### config.mk
export PLATFORM = sky130hd
export DESIGN_NAME = pc_update
export DESIGN_NICKNAME = d
export VERILOG_FILES = /design/src/rtl/pc_update_pkg.sv /design/src/rtl/pc_update_phase_counter.sv /design/src/rtl/pc_update.sv
export SDC_FILE = /design/constraint.sdc
export NUM_CORES = 1
export LEC_CHECK = 0
export BUFFER_PORTS_ARGS = -buffer_cell sky130_fd_sc_hd__buf_2
export CORE_MARGIN = 5
export CORE_UTILIZATION = 53
export CTS_CLUSTER_DIAMETER = 100
export DETAILED_ROUTE_END_ITERATION = 8
export HOLD_SLACK_MARGIN = 0.03
export PLACE_DENSITY = 0.77
export SYNTH_ARGS = -nofsm -noshare
export SYNTH_HDL_FRONTEND = slang
export SYNTH_SLANG_ARGS = --single-unit
### constraint.sdc
create_clock -name clock -period 3.3 [get_ports clock]
set_clock_uncertainty 0.2 [all_clocks]
set_input_delay 0.165 -clock clock [delete_from_list [all_inputs] [get_ports clock]]
set_output_delay 0.165 -clock clock [all_outputs]
set_load 0.02 [all_outputs]
### src/rtl/pc_update_pkg.sv
// Shared frame-timing constants and PC select encoding for the frame-sequenced
// pipeline stages (pc_update, branch AND stage).
package pc_update_pkg;

    localparam int unsigned XLEN                 = 32;
    localparam int unsigned PHASE_W              = 4;
    localparam int unsigned PHASES_DEFAULT       = 10;
    localparam int unsigned SAMPLE_PHASE_DEFAULT = 6;
    localparam int unsigned UPDATE_PHASE_DEFAULT = 9;
    localparam logic [XLEN-1:0] RESET_PC_DEFAULT = 32'h0000_0000;

    typedef enum logic [1:0] {
        PC_SEQ      = 2'd0,
        PC_BRANCH   = 2'd1,
        PC_MISALIGN = 2'd2
    } pc_sel_e;

    function automatic logic word_aligned(input logic [XLEN-1:0] addr);
        return addr[1:0] == 2'b00;
    endfunction

endpackage

### src/rtl/pc_update_phase_counter.sv
// Free-running frame phase counter, 0..PHASES-1; shared by every frame-sequenced
// stage so all of them stay in lockstep after a common reset.
module phase_counter
    import pc_update_pkg::*;
#(
    parameter int unsigned PHASES = PHASES_DEFAULT
) (
    input  logic               clock,
    input  logic               reset,
    output logic [PHASE_W-1:0] phase
);

    always_ff @(posedge clock or posedge reset) begin
        if (reset) begin
            phase <= '0;
        end else if (phase == PHASE_W'(PHASES - 1)) begin
            phase <= '0;
        end else begin
            phase <= phase + PHASE_W'(1);
        end
    end

endmodule

### src/rtl/pc_update.sv
// Program counter update stage: captures the branch decision at SAMPLE_PHASE
// and writes the PC (sequential, branch, or rejected misaligned) at UPDATE_PHASE.
module pc_update
    import pc_update_pkg::*;
#(
    parameter logic [XLEN-1:0] RESET_PC     = RESET_PC_DEFAULT,
    parameter int unsigned     PHASES       = PHASES_DEFAULT,
    parameter int unsigned     SAMPLE_PHASE = SAMPLE_PHASE_DEFAULT,
    parameter int unsigned     UPDATE_PHASE = UPDATE_PHASE_DEFAULT
) (
    input  logic               clock,
    input  logic               reset,
    input  logic               saidaAnd,
    input  logic [XLEN-1:0]    imm,
    input  logic               stall,
    output logic [XLEN-1:0]    pc,
    output logic [XLEN-1:0]    pc_plus4,
    output logic [PHASE_W-1:0] phase,
    output logic               pc_valid,
    output logic               misalign_err
);

    logic            taken_q;
    logic [XLEN-1:0] target_q;
    logic [XLEN-1:0] branch_target;
    logic            sample_now;
    logic            update_now;
    pc_sel_e         pc_sel;

    phase_counter #(
        .PHASES(PHASES)
    ) u_phase_counter (
        .clock(clock),
        .reset(reset),
        .phase(phase)
    );

    // imm is a halfword offset; shifting drops imm[31], matching {imm[30:0],1'b0}
    always_comb begin
        pc_plus4      = pc + XLEN'(4);
        branch_target = pc + (imm << 1);
        sample_now    = (phase == PHASE_W'(SAMPLE_PHASE));
        update_now    = (phase == PHASE_W'(UPDATE_PHASE)) && !stall;
        pc_sel        = PC_SEQ;
        if (taken_q) begin
            pc_sel = word_aligned(target_q) ? PC_BRANCH : PC_MISALIGN;
        end
    end

    always_ff @(posedge clock or posedge reset) begin
        if (reset) begin
            pc           <= RESET_PC;
            taken_q      <= 1'b0;
            target_q     <= '0;
            pc_valid     <= 1'b0;
            misalign_err <= 1'b0;
        end else begin
            pc_valid <= 1'b0;
            if (sample_now) begin
                taken_q  <= saidaAnd;
                target_q <= branch_target;
            end
            if (update_now) begin
                unique case (pc_sel)
                    PC_SEQ: begin
                        pc       <= pc_plus4;
                        pc_valid <= 1'b1;
                    end
                    PC_BRANCH: begin
                        pc       <= target_q;
                        pc_valid <= 1'b1;
                    end
                    PC_MISALIGN: begin
                        misalign_err <= 1'b1;
                    end
                    default: ;
                endcase
            end
        end
    end

endmodule
==> impl_summary.txt, run 1 <==
----------------------------------------------------
[Worst setup path]
  R2R Path Start ... pc[1]
  Crit path from ... imm[0]
  Worst stage delay on the critical path ... around 0.53 ns
  Critical path's slowest cell ... dlygate4sd3_1
  Ordered list of cells on the worst path ... dlygate4sd3_1, buf_2, ha_1, fa_1, a21oi_2, o211ai_1, a31oi_2, a31oi_1, and4_1, or3_1, a31o_2
  Data required time at the worst endpoint ... 3.34 ns
  Critical-path maximum fanout ... 4
  Capturing element type of the critical path ... register
  Type of origin of the critical path ... input port
  Arrival time at the worst endpoint ... 3.12 ns
  Crit Path Category ... in2reg

[STA]
  Slew HR ... about 39%
  Min Clock Period, post-route ... 3.08 ns
  Worst slew pin tran ... about 0.91 ns
  TNS Setup ... 0 ns
  Final count of pins violating max slew ... 0
  Final-report setup violation count ... 0
  Share of the clock period used by the worst path ... between 90 and 100%
  Worst-case setup margin in the final layout ... between 0.2 and 0.25 ns
  Setup repair after global routing missed its margin ... false
  Post-route worst hold slack ... 0.0889 ns
  Total count of hold-check failures in the final report ... 0
  Maximum operating frequency ... between 0.3 and 0.4 GHz

[Pwr]
  Leakage power total ... 2.92 nW
  Internal portion of total power ... 1.86 mW
  Power density relative to cell area ... around 500 mW/mm^2
  Total Power Consumption ... about 3.1 mW
  Gate power share ... between 30% and 40%
  Switching Power ... 1.22 mW
  Net switching share of the total power ... between 30% and 40%
  Clock group share of total power ... a little under a quarter
  VDD IR-drop max ... 0.000303 V
  Sequential power share ... between 40% and 50%

[Synth]
  Count of state elements after synthesis ... around 70
  Average size of a mapped cell ... ~8 um^2
  Main synth FF type ... dfrtp_1
  Yosys warnings ... 0
  Proportion of synthesized chip area in sequential cells ... between 30 and 40%
  Post-synth net total ... ~710
  Distinct cell type count after synthesis ... between 50 and 60
  Number of instances in the synthesized netlist ... ~640
  EDFF count, synth ... 0
  Proportion of register bits with asynchronous set or reset after synthesis ... 100%
  Mapped cell area ... between 0.005 and 0.006 mm^2

[Die]
  Die boundary width ... around 110 um
  Standard-cell rows ... 36
  Number of top-level pins ... around 110
  Total die area ... around 0.012 mm^2
  Die Span Y ... between 100 and 150 um
  Initial core utilization ... 53.8%
  Core footprint ... a little under 0.01 mm^2

[Final layout]
  Ant diodes ... 0
  Filler-free cell count of the finished design ... between 800 and 900
  Fraction of layout cells with a size suffix above 1 ... about a fifth
  Post-route cell area ... 0.00611 mm^2
  Most used cells in the layout excluding fill and tap cells ... nand2_1 (112), buf_2 (104), dfrtp_1 (71), o21ai_0 (62), a21oi_1 (62)
  Area overhead of the layout relative to synthesis ... 17.3%
  Net count of the finished layout ... between 800 and 900
  Share of the core filled with cells in the final layout ... a little over three fifths
  Most common cell after layout, fill and taps aside ... nand2_1

[Outcome]
  Result of the run ... completed

[Global routing]
  Pin count of the biggest net entering global routing ... 72
  Number of antenna violations at the first check in global routing ... 0
  Combined global-route utilization of all metal layers ... roughly a quarter
  Number of global-route vias before repair ... 4796
  First-pass GRT wire length ... about 23000 um
  Sum of overflow across all layers after global routing ... 0

[Route]
  Final antenna-violating net count ... 0
  Detailed-route wire length per cell ... 16.2 um
  Routed vias ... approximately 5100
  Total detailed-routing wirelength ... about 14000 um
  DRT iter0 DRCs ... between 300 and 400
  DRC violation count after routing ... 0
  Vias/cell ... 5.78
  Detailed-router iteration count before antenna repair ... 5

[Clocking]
  Clock root buffer master ... clkbuf_8
  CTS H-tree lvls ... 3
  Largest buffer count on any clock path ... 2
  # Post-CTS Setup Buffers ... 0
  Clk sink count ... 71
  Latest clock arrival within the worst-skew pair ... about 0.35 ns
  CTS tree ... done
  Number of buffers created by CTS ... 9
  Clock-pin slew on the worst setup and hold paths ... around 0.08 ns

[Worst hold path]
  Hold crit path type ... in2reg
  Beginning of the worst hold path ... imm[30]

[Place]
  Setup slack at placement ... roughly 0.20 ns
  Placed standard-cell area ... 0.00584 mm^2
  Placed insts ... around 860
  Port Buffer Count ... roughly 100
  Final weighted congestion in routability-driven placement ... roughly 0.90
  Post-detail-place hpwl ... 10800 um

[Flow run]
  Maximum Capacitance Violations ... 0

----------------------------------------------------
[critical path: cells and delay by family]
| family | cells | cell delay [ns] |
|---|---|---|
| AND/OR/NAND/NOR | 2 | 0.56 |
| buffers and inverters | 2 | 0.65 |
| AO/OA/AOI/OAI | 5 | 1.10 |
| adder cells (fa/ha/maj) | 2 | 0.64 |
[registers in the layout, summed over array words and instances, names as in the netlist]
| name | flops |
|---|---|
| pc | 32 |
| target_q | 32 |
| u_phase_counter.phase | 4 |
| misalign_err | 1 |
| pc_valid | 1 |
| taken_q | 1 |
[timing repair]
action / 4_1_cts / 5_1_grt
setup endpoints to repair: 0 / 1
hold buffers: 6 / 0
gates resized for setup: 0 / 2
endpoints found under the hold margin: 78 / 0
[cells by family after synthesis]
kind of cell	Yosys count	share of synthesized area (%)
AOI/OAI and AO/OA	190	21.8
xor gates and xnor gates	55	9.25
adders and majority gates	32	7.83
buffers and inverters	49	3.80
DFF	71	34.1
muxes	9	1.73
and+or+nand+nor	237	21.5
[metal layers]
layer | vias to the layer above | part of all wire (%) | global-route usage, %
met1 | 2405 | 45 | 34.3
met4 | 0 | 1.7 | 7.39
met2 | 183 | 47 | 39.5
met3 | 24 | 7.0 | 3.73
met5 | - | 0 | 0
li1 | 2483 | - | -
[power groups by stage]
stage	Clock, mW	Combinational [mW]	Sequential [mW]
2_1_floorplan	0	0.777	1.26
3_3_place_gp	0	1.10	1.24
3_5_place_dp	0	1.13	1.25
4_1_cts	0.714	1.14	1.23
5_1_grt	0.756	1.28	1.27
6_report	0.700	1.15	1.24
[cells in the mapped netlist (4+ instances only)]
| master | instances | share of area (%) |
|---|---|---|
| a21boi_0 | 6 | 0.86 |
| a21oi_1 | 63 | 6.1 |
| a2bb2oi_1 | 6 | 1.0 |
| a31oi_1 | 4 | 0.48 |
| and2_1 | 5 | 0.60 |
| and3_1 | 11 | 1.3 |
| clkbuf_1 | 23 | 1.7 |
| dfrtp_1 | 71 | 34 |
| ha_1 | 31 | 7.4 |
| inv_1 | 19 | 1.4 |
| mux2i_1 | 9 | 1.7 |
| nand2_1 | 113 | 8.1 |
| nand3_1 | 20 | 1.9 |
| nand3_2 | 4 | 0.77 |
| nand4_1 | 15 | 1.8 |
| nor2_1 | 41 | 3.0 |
| nor3_1 | 7 | 0.67 |
| o211ai_1 | 4 | 0.58 |
| o21a_1 | 4 | 0.58 |
| o21ai_0 | 62 | 6.0 |
| o21bai_1 | 5 | 0.72 |
| o22a_1 | 6 | 1.0 |
| o22ai_1 | 7 | 0.84 |
| o31ai_1 | 6 | 0.86 |
| xnor2_1 | 34 | 5.7 |
| xor2_1 | 21 | 3.5 |
[cell type report]
| type | count | area [um^2] |
|---|---|---|
| multi-input cells | 523 | 3250 |
| fillers | 856 | 3570 |
| repair buffers | 119 | 648 |
| clock buffers | 9 | 124 |
| flip-flops and latches | 71 | 1780 |
| inverters | 19 | 71.3 |
| clock inverters | 7 | 73.8 |
| well taps | 133 | 166 |
[path summary, 6_finish.rpt]
check,endpoint,slack [ns],depth (start not counted)
worst max-delay path,target_q[29],0.22,11
worst min-delay path,target_q[31],0.09,5
worst max register to register,target_q[29],0.28,9
worst min register to register,target_q[10],0.29,2
max in group asynchronous,pc[3],1.87,4
min in group asynchronous,pc[25],0.45,4
(Power assumes the default switching activity.)
==> run 2, diff against run 1 <==
CORE_MARGIN = 1.5   (was 5)
clock period = 3.7 ns   (was 3.3 ns; I/O delays follow)
==> run 2 against run 1 <==
Total power is 10% lower. Via count is 0.65% lower. Sequential power is 10% lower. Die area is 12% lower. Utilization is 1.6 points higher. Sequential share of layout area is 0.24 points higher.
==> impl_summary.txt, run 2 (synthesis gave the netlist of run 1 again) <==
----------------------------------------------------
[Worst setup path]
  Crit path from ... imm[0]
  Critical-path maximum fanout ... 4 (unchanged)
  Type of origin of the critical path ... input port
  Crit Path Category ... in2reg
  Worst setup slack for register-to-register paths ... 0.49 ns (+0.21 ns)
  Arrival time at the worst endpoint ... 3.34 ns (+0.22 ns)
  R2R Path Start ... pc[1]
  Capturing element type of the critical path ... register
  Data required time at the worst endpoint ... 3.74 ns (+0.40 ns)

[STA]
  Post-route worst hold slack ... 0.0503 ns (-0.0386 ns)
  Maximum operating frequency ... approximately 0.30 GHz
  Setup repair after global routing missed its margin ... false
  Final count of pins violating max slew ... 0 (unchanged)
  Final-report setup violation count ... 0 (unchanged)
  TNS Setup ... 0 ns (unchanged)
  Share of the clock period used by the worst path ... 89.2%
  Total count of hold-check failures in the final report ... 0 (unchanged)
  Min Clock Period, post-route ... 3.30 ns
  Slew HR ... 24.5% (-15 points)
  Worst slew pin tran ... 1.13 ns (+0.219 ns)

[Clocking]
  CTS H-tree lvls ... 3 (unchanged)
  Quantity of gates resized following cts ... 0 (unchanged)
  Number of buffers created by CTS ... 9 (unchanged)
  CTS tree ... done
  Clk sink count ... 71 (unchanged)
  Clock-pin slew on the worst setup and hold paths ... 0.08 ns (about the same)
  Latest clock arrival within the worst-skew pair ... 0.35 ns (about the same)
  Largest buffer count on any clock path ... 2 (unchanged)
  Clock root buffer master ... clkbuf_8

[Die]
  Total die area ... 0.0104 mm^2 (-12%)
  Die Span Y ... 102 um (-6.4%)
  Standard-cell rows ... 35 (-2.8%)
  Die boundary width ... 102 um (-6.4%)
  Number of top-level pins ... 106 (unchanged)
  Initial core utilization ... 55.6% (+1.8 points)
  Core footprint ... 0.00937 mm^2 (-3.2%)

[Pwr]
  Clock group share of total power ... 23.7% (+1.0 points)
  Leakage power total ... 2.90 nW (-0.82%)
  Internal portion of total power ... 1.69 mW (-9.2%)
  Gate power share ... 36.2% (-1.0 points)
  Total Power Consumption ... 2.77 mW (-10%)
  VDD IR-drop max ... 0.000338 V (+11%)
  Sequential power share ... 40.1% (about the same)
  Net switching share of the total power ... 39.0% (-0.67 points)
  Switching Power ... 1.08 mW (-12%)
  Power density relative to cell area ... 457 mW/mm^2 (-9.5%)

[Final layout]
  Area overhead of the layout relative to synthesis ... 16.4%
  Net count of the finished layout ... 806 (-0.62%)
  Layout fillers ... 874 (+2.1%)
  Area used by sequential logic in the layout ... 0.00178 mm^2 (unchanged)
  Most common cell after layout, fill and taps aside ... nand2_1
  Share of the core filled with cells in the final layout ... 64.7% (+1.6 points)
  Most used cells in the layout excluding fill and tap cells ... nand2_1 (112), buf_2 (104), dfrtp_1 (71), a21oi_1 (63), o21ai_0 (62)
  Top flop regs ... pc (32), target_q (32), u_phase_counter.phase (4)
  Multi-input combinational cell area ... 0.00324 mm^2 (-0.31%)
  Fraction of layout cells with a size suffix above 1 ... 19.0% (-0.65 points)
  Ant diodes ... 0 (unchanged)

[Global routing]
  Number of antenna violations at the first check in global routing ... 0 (unchanged)
  Combined global-route utilization of all metal layers ... 27.2% (+2.6 points)
  Sum of overflow across all layers after global routing ... 0 (unchanged)
  Pin count of the biggest net entering global routing ... 56 (-22%)
  Number of global-route vias before repair ... 4588 (-4.3%)
  First-pass GRT wire length ... 22100 um (-4.9%)

[Route]
  DRT iter0 DRCs ... 388 (+6.9%)
  Detailed-route wire length per cell ... 15.9 um (-1.8%)
  Detailed-router iteration count before antenna repair ... 5 (unchanged)
  Final antenna-violating net count ... 0 (unchanged)
  Total detailed-routing wirelength ... 13900 um (-3.0%)
  Routed vias ... 5062 (-0.65%)
  DRC violation count after routing ... 0 (unchanged)
  Vias/cell ... 5.81 (+0.49%)

[Flow run]
  Maximum Capacitance Violations ... 0 (unchanged)

[Place]
  Port Buffer Count ... 104 (unchanged)
  Final weighted congestion in routability-driven placement ... 0.944 (+5.5%)
  Post-detail-place hpwl ... 10400 um (-3.4%)

[Worst hold path]
  Hold crit path type ... in2reg
  Beginning of the worst hold path ... imm[1]

[Outcome]
  Result of the run ... completed

----------------------------------------------------
==> run 2: cell count changes in the layout (fill, tap and decap cells not counted), moves of 2 or more <==
cell,change
buf_4,-3
clkbuf_8,+2
clkinv_2,-2
clkinv_4,-3
dlygate4sd3_1,-2
==> run 2: power by group through the flow <==
stage	combinational [mW]	clock, mW	sequential (mW)
2_1_floorplan	0.693	0	1.12
3_3_place_gp	0.967	0	1.11
3_5_place_dp	0.990	0	1.12
4_1_cts	0.998	0.660	1.10
5_1_grt	1.12	0.696	1.13
6_report	1.00	0.655	1.11
==> run 2: final cells by class <==
type | instances | area share [%]
Inverter | 19 | 1.18
Clock buffer | 11 | 2.50
Timing Repair Buffer | 114 | 9.99
Tap cell | 129 | 2.66
Clock inverter | 4 | 0.888
Multi-Input combinational cell | 523 | 53.5
Sequential cell | 71 | 29.3
==> run 2: final timing paths <==
kind                                     end  cells after the start
worst max register to register  target_q[29]                      9
worst min-delay path             target_q[2]                      4
min in group asynchronous             pc[12]                      3
max in group asynchronous             pc[18]                      4
worst min register to register  misalign_err                      1
worst max-delay path            target_q[29]                     11
==> run 2: worst max-delay path, cell delays in order <==
cell and delay [ns]:
dlygate4sd3_1 0.53, buf_2 0.12, ha_1 0.22, fa_1 0.41, a21oi_1 0.27, o211ai_1 0.19, a31oi_1 0.35, a31oi_1 0.27
and4_1 0.25, or3_1 0.31, a31o_2 0.24
==> run 2: per-layer routing <==
layer / up-vias / part of all wire [%] / global-route usage [%]
met4: 0 / 1.2 / 7.17
met3: 12 / 6.6 / 4.51
li1: 2479 / - / -
met1: 2386 / 46 / 39.1
met2: 185 / 46 / 42.7
met5: - / 0 / 0
==> run 2: repair_timing <==
item | CTS | global route
hold buffers | 4 | 0
hold endpoints to repair | 22 | 0
setup buffers | 0 | 0
==> run 2: per-stage QoR <==
stage / cells / instance area [um^2] / setup WS [ns]
after global placement: 852 / 5820 / 0.619
final: 871 / 6060 / 0.399
after floorplan: 643 / 5210 / 0.820
after CTS: 871 / 6060 / 0.478
after detailed placement: 852 / 5820 / 0.561
after global routing: 871 / 6060 / 0.302
==> run 3, diff against run 2 <==
RECOVER_POWER = 100   (was unset)
==> run 3 against run 2 <==
Highest routed layer unchanged. The flow now finishes with violations (capacitance limit, slew limit). Largest power group unchanged. Worst hold slack better by 0.0013 ns. Count of clock-buffer cells in the layout stayed put. Final cell count stayed put. Via count is 0.43% lower. Register-to-register slack better by 0.03 ns. Critical path depth is 2 lower. Clock power hardly changed. Routed wire length is 0.12% lower. Critical path type is now reg2out.
==> impl_summary.txt, run 3 (synthesis gave the netlist of run 1 again) <==
----------------------------------------------------
[Place]
  Final weighted congestion in routability-driven placement ... 0.944 (unchanged)
  Placed standard-cell area ... 0.00582 mm^2 (unchanged)
  Port Buffer Count ... 104 (unchanged)
  Post-detail-place hpwl ... 10400 um (unchanged)

[Global routing]
  Number of global-route vias before repair ... 4588 (unchanged)
  Sum of overflow across all layers after global routing ... 0 (unchanged)
  Number of antenna violations at the first check in global routing ... 0 (unchanged)
  Pin count of the biggest net entering global routing ... 56 (unchanged)
  Combined global-route utilization of all metal layers ... 27.2% (unchanged)
  First-pass GRT wire length ... 22100 um (unchanged)

[STA]
  Final count of pins violating max slew ... 89 (+89)
  Share of the clock period used by the worst path ... 91.1% (+1.9 points)
  Slew HR ... -33.0% (-58 points)
  Final-report setup violation count ... 0 (unchanged)
  Total count of hold-check failures in the final report ... 0 (unchanged)
  Post-route worst hold slack ... 0.0516 ns (+0.00130 ns)
  Maximum operating frequency ... 0.297 GHz (-2.1%)
  TNS Setup ... 0 ns (unchanged)
  Setup repair after global routing missed its margin ... false
  Min Clock Period, post-route ... 3.37 ns (+0.0701 ns)
  Worst slew pin tran ... 1.99 ns (+0.863 ns)

[Worst setup path]
  Capturing element type of the critical path ... primary output
  Arrival time at the worst endpoint ... 2.99 ns (-0.35 ns)
  Type of origin of the critical path ... register
  Data required time at the worst endpoint ... 3.31 ns (-0.43 ns)
  Crit Path Category ... reg2out
  Critical-path maximum fanout ... 9 (+5)

[Clocking]
  Clock-pin slew on the worst setup and hold paths ... 0.07 ns (about the same)
  Latest clock arrival within the worst-skew pair ... 0.35 ns (about the same)
  Quantity of gates resized following cts ... 0 (unchanged)
  CTS H-tree lvls ... 3 (unchanged)
  Number of buffers created by CTS ... 9 (unchanged)
  Largest buffer count on any clock path ... 2 (unchanged)
  Clk sink count ... 71 (unchanged)
  Clock root buffer master ... clkbuf_8
  CTS tree ... done

[Worst hold path]
  Hold crit path type ... in2reg

[Route]
  Total detailed-routing wirelength ... 13900 um (-0.12%)
  Final antenna-violating net count ... 0 (unchanged)
  Vias/cell ... 5.79 (-0.43%)
  Detailed-router iteration count before antenna repair ... 4 (-1)
  Routed vias ... 5040 (-0.43%)
  DRC violation count after routing ... 0 (unchanged)
  Detailed-route wire length per cell ... 15.9 um (-0.12%)
  DRT iter0 DRCs ... 293 (-24%)

[Outcome]
  Failing checks ... capacitance limit, slew limit
  Result of the run ... complete, but fails checks

[Final layout]
  Net count of the finished layout ... 806 (unchanged)
  Fraction of layout cells with a size suffix above 1 ... 8.89% (-10 points)
  Share of the core filled with cells in the final layout ... 63.2% (-1.5 points)
  Post-route cell area ... 0.00592 mm^2 (-2.3%)
  Most used cells in the layout excluding fill and tap cells ... nand2_1 (113), dfrtp_1 (71), clkbuf_1 (65), a21oi_1 (63), o21ai_0 (62)
  Ant diodes ... 0 (unchanged)
  Most common cell after layout, fill and taps aside ... nand2_1
  Area overhead of the layout relative to synthesis ... 13.7%
  Top flop regs ... pc (32), target_q (32), u_phase_counter.phase (4)
  Layout fillers ... 909 (+4.0%)

[Pwr]
  Switching Power ... 1.08 mW (-0.21%)
  Power density relative to cell area ... 463 mW/mm^2 (+1.4%)
  Sequential power share ... 40.5% (+0.4 points)
  Internal portion of total power ... 1.66 mW (-1.4%)
  Gate power share ... 35.7% (-0.5 points)
  Net switching share of the total power ... 39.3% (+0.29 points)
  Leakage power total ... 2.68 nW (-7.7%)
  Clock group share of total power ... 23.8% (about the same)
  VDD IR-drop max ... 0.000331 V (-1.8%)

[Flow run]
  Maximum Capacitance Violations ... 2 (+2)

[Die]
  Die boundary width ... 102 um (unchanged)
  Core footprint ... 0.00937 mm^2 (unchanged)
  Standard-cell rows ... 35 (unchanged)
  Total die area ... 0.0104 mm^2 (unchanged)
  Number of top-level pins ... 106 (unchanged)
  Die Span Y ... 102 um (unchanged)
  Initial core utilization ... 55.6% (unchanged)

----------------------------------------------------
## run 3: path summary, 6_finish.rpt
kind	from	end	slack (ns)	cells past startpoint
setup / recovery	pc[2]	pc_plus4[22]	0.33	9
hold / removal	imm[1]	target_q[2]	0.05	4
setup reg to reg	pc[1]	target_q[29]	0.52	9
hold reg to reg	misalign_err	misalign_err	0.28	1
max in group asynchronous	reset	pc[18]	0.91	4
min in group asynchronous	reset	pc[12]	0.30	3
## run 3: per-stage QoR
| step | instances | total power [mW] | setup slack, ns |
|---|---|---|---|
| 6_report | 871 | 2.74 | 0.329 |
| 5_1_grt | 871 | 2.92 | 0.170 |
| 4_1_cts | 871 | 2.76 | 0.478 |
| 3_5_place_dp | 852 | 2.11 | 0.561 |
| 3_3_place_gp | 852 | 2.08 | 0.619 |
| 2_1_floorplan | 643 | 1.81 | 0.820 |
## run 3: critical path, stage by stage (launching register included)
cell      delay, ns
dfrtp_1        0.54
ha_1           0.29
inv_1          0.05
nor2_1         0.11
clkbuf_1       0.28
nand3_1        0.23
nor2_1         0.38
nand4_1        0.32
xnor2_1        0.25
buf_2          0.19
## run 3: layout make-up
type | instances | area [um^2] | share of cell area (%)
Timing Repair Buffer | 114 | 509 | 8.60
Sequential cell | 71 | 1780 | 30.0
Tap cell | 129 | 161 | 2.72
Multi-Input combinational cell | 523 | 3200 | 54.0
Clock inverter | 4 | 53.8 | 0.908
Clock buffer | 11 | 151 | 2.56
Inverter | 19 | 71.3 | 1.20
## run 3: per-layer routing
| metal | track usage, % | part of all wire (%) | vias up |
|---|---|---|---|
| met5 | 0 | 0 | - |
| met4 | 7.17 | 1.1 | 0 |
| met3 | 4.51 | 5.5 | 10 |
| met2 | 42.7 | 46 | 165 |
| met1 | 39.1 | 47 | 2390 |
| li1 | - | - | 2475 |
## run 3: power by group through the flow
stage	clock network [mW]	registers, mW	logic (mW)
global route	0.696	1.13	1.09
finish	0.653	1.11	0.978
CTS	0.660	1.10	0.998
detailed placement	0	1.12	0.990
floorplan	0	1.12	0.693
global placement	0	1.11	0.967
## run 3: what timing repair did
| action | in CTS | in global routing |
|---|---|---|
| hold buffers | 4 | 0 |
| setup buffers | 0 | 0 |
| endpoints found under the hold margin | 22 | 0 |
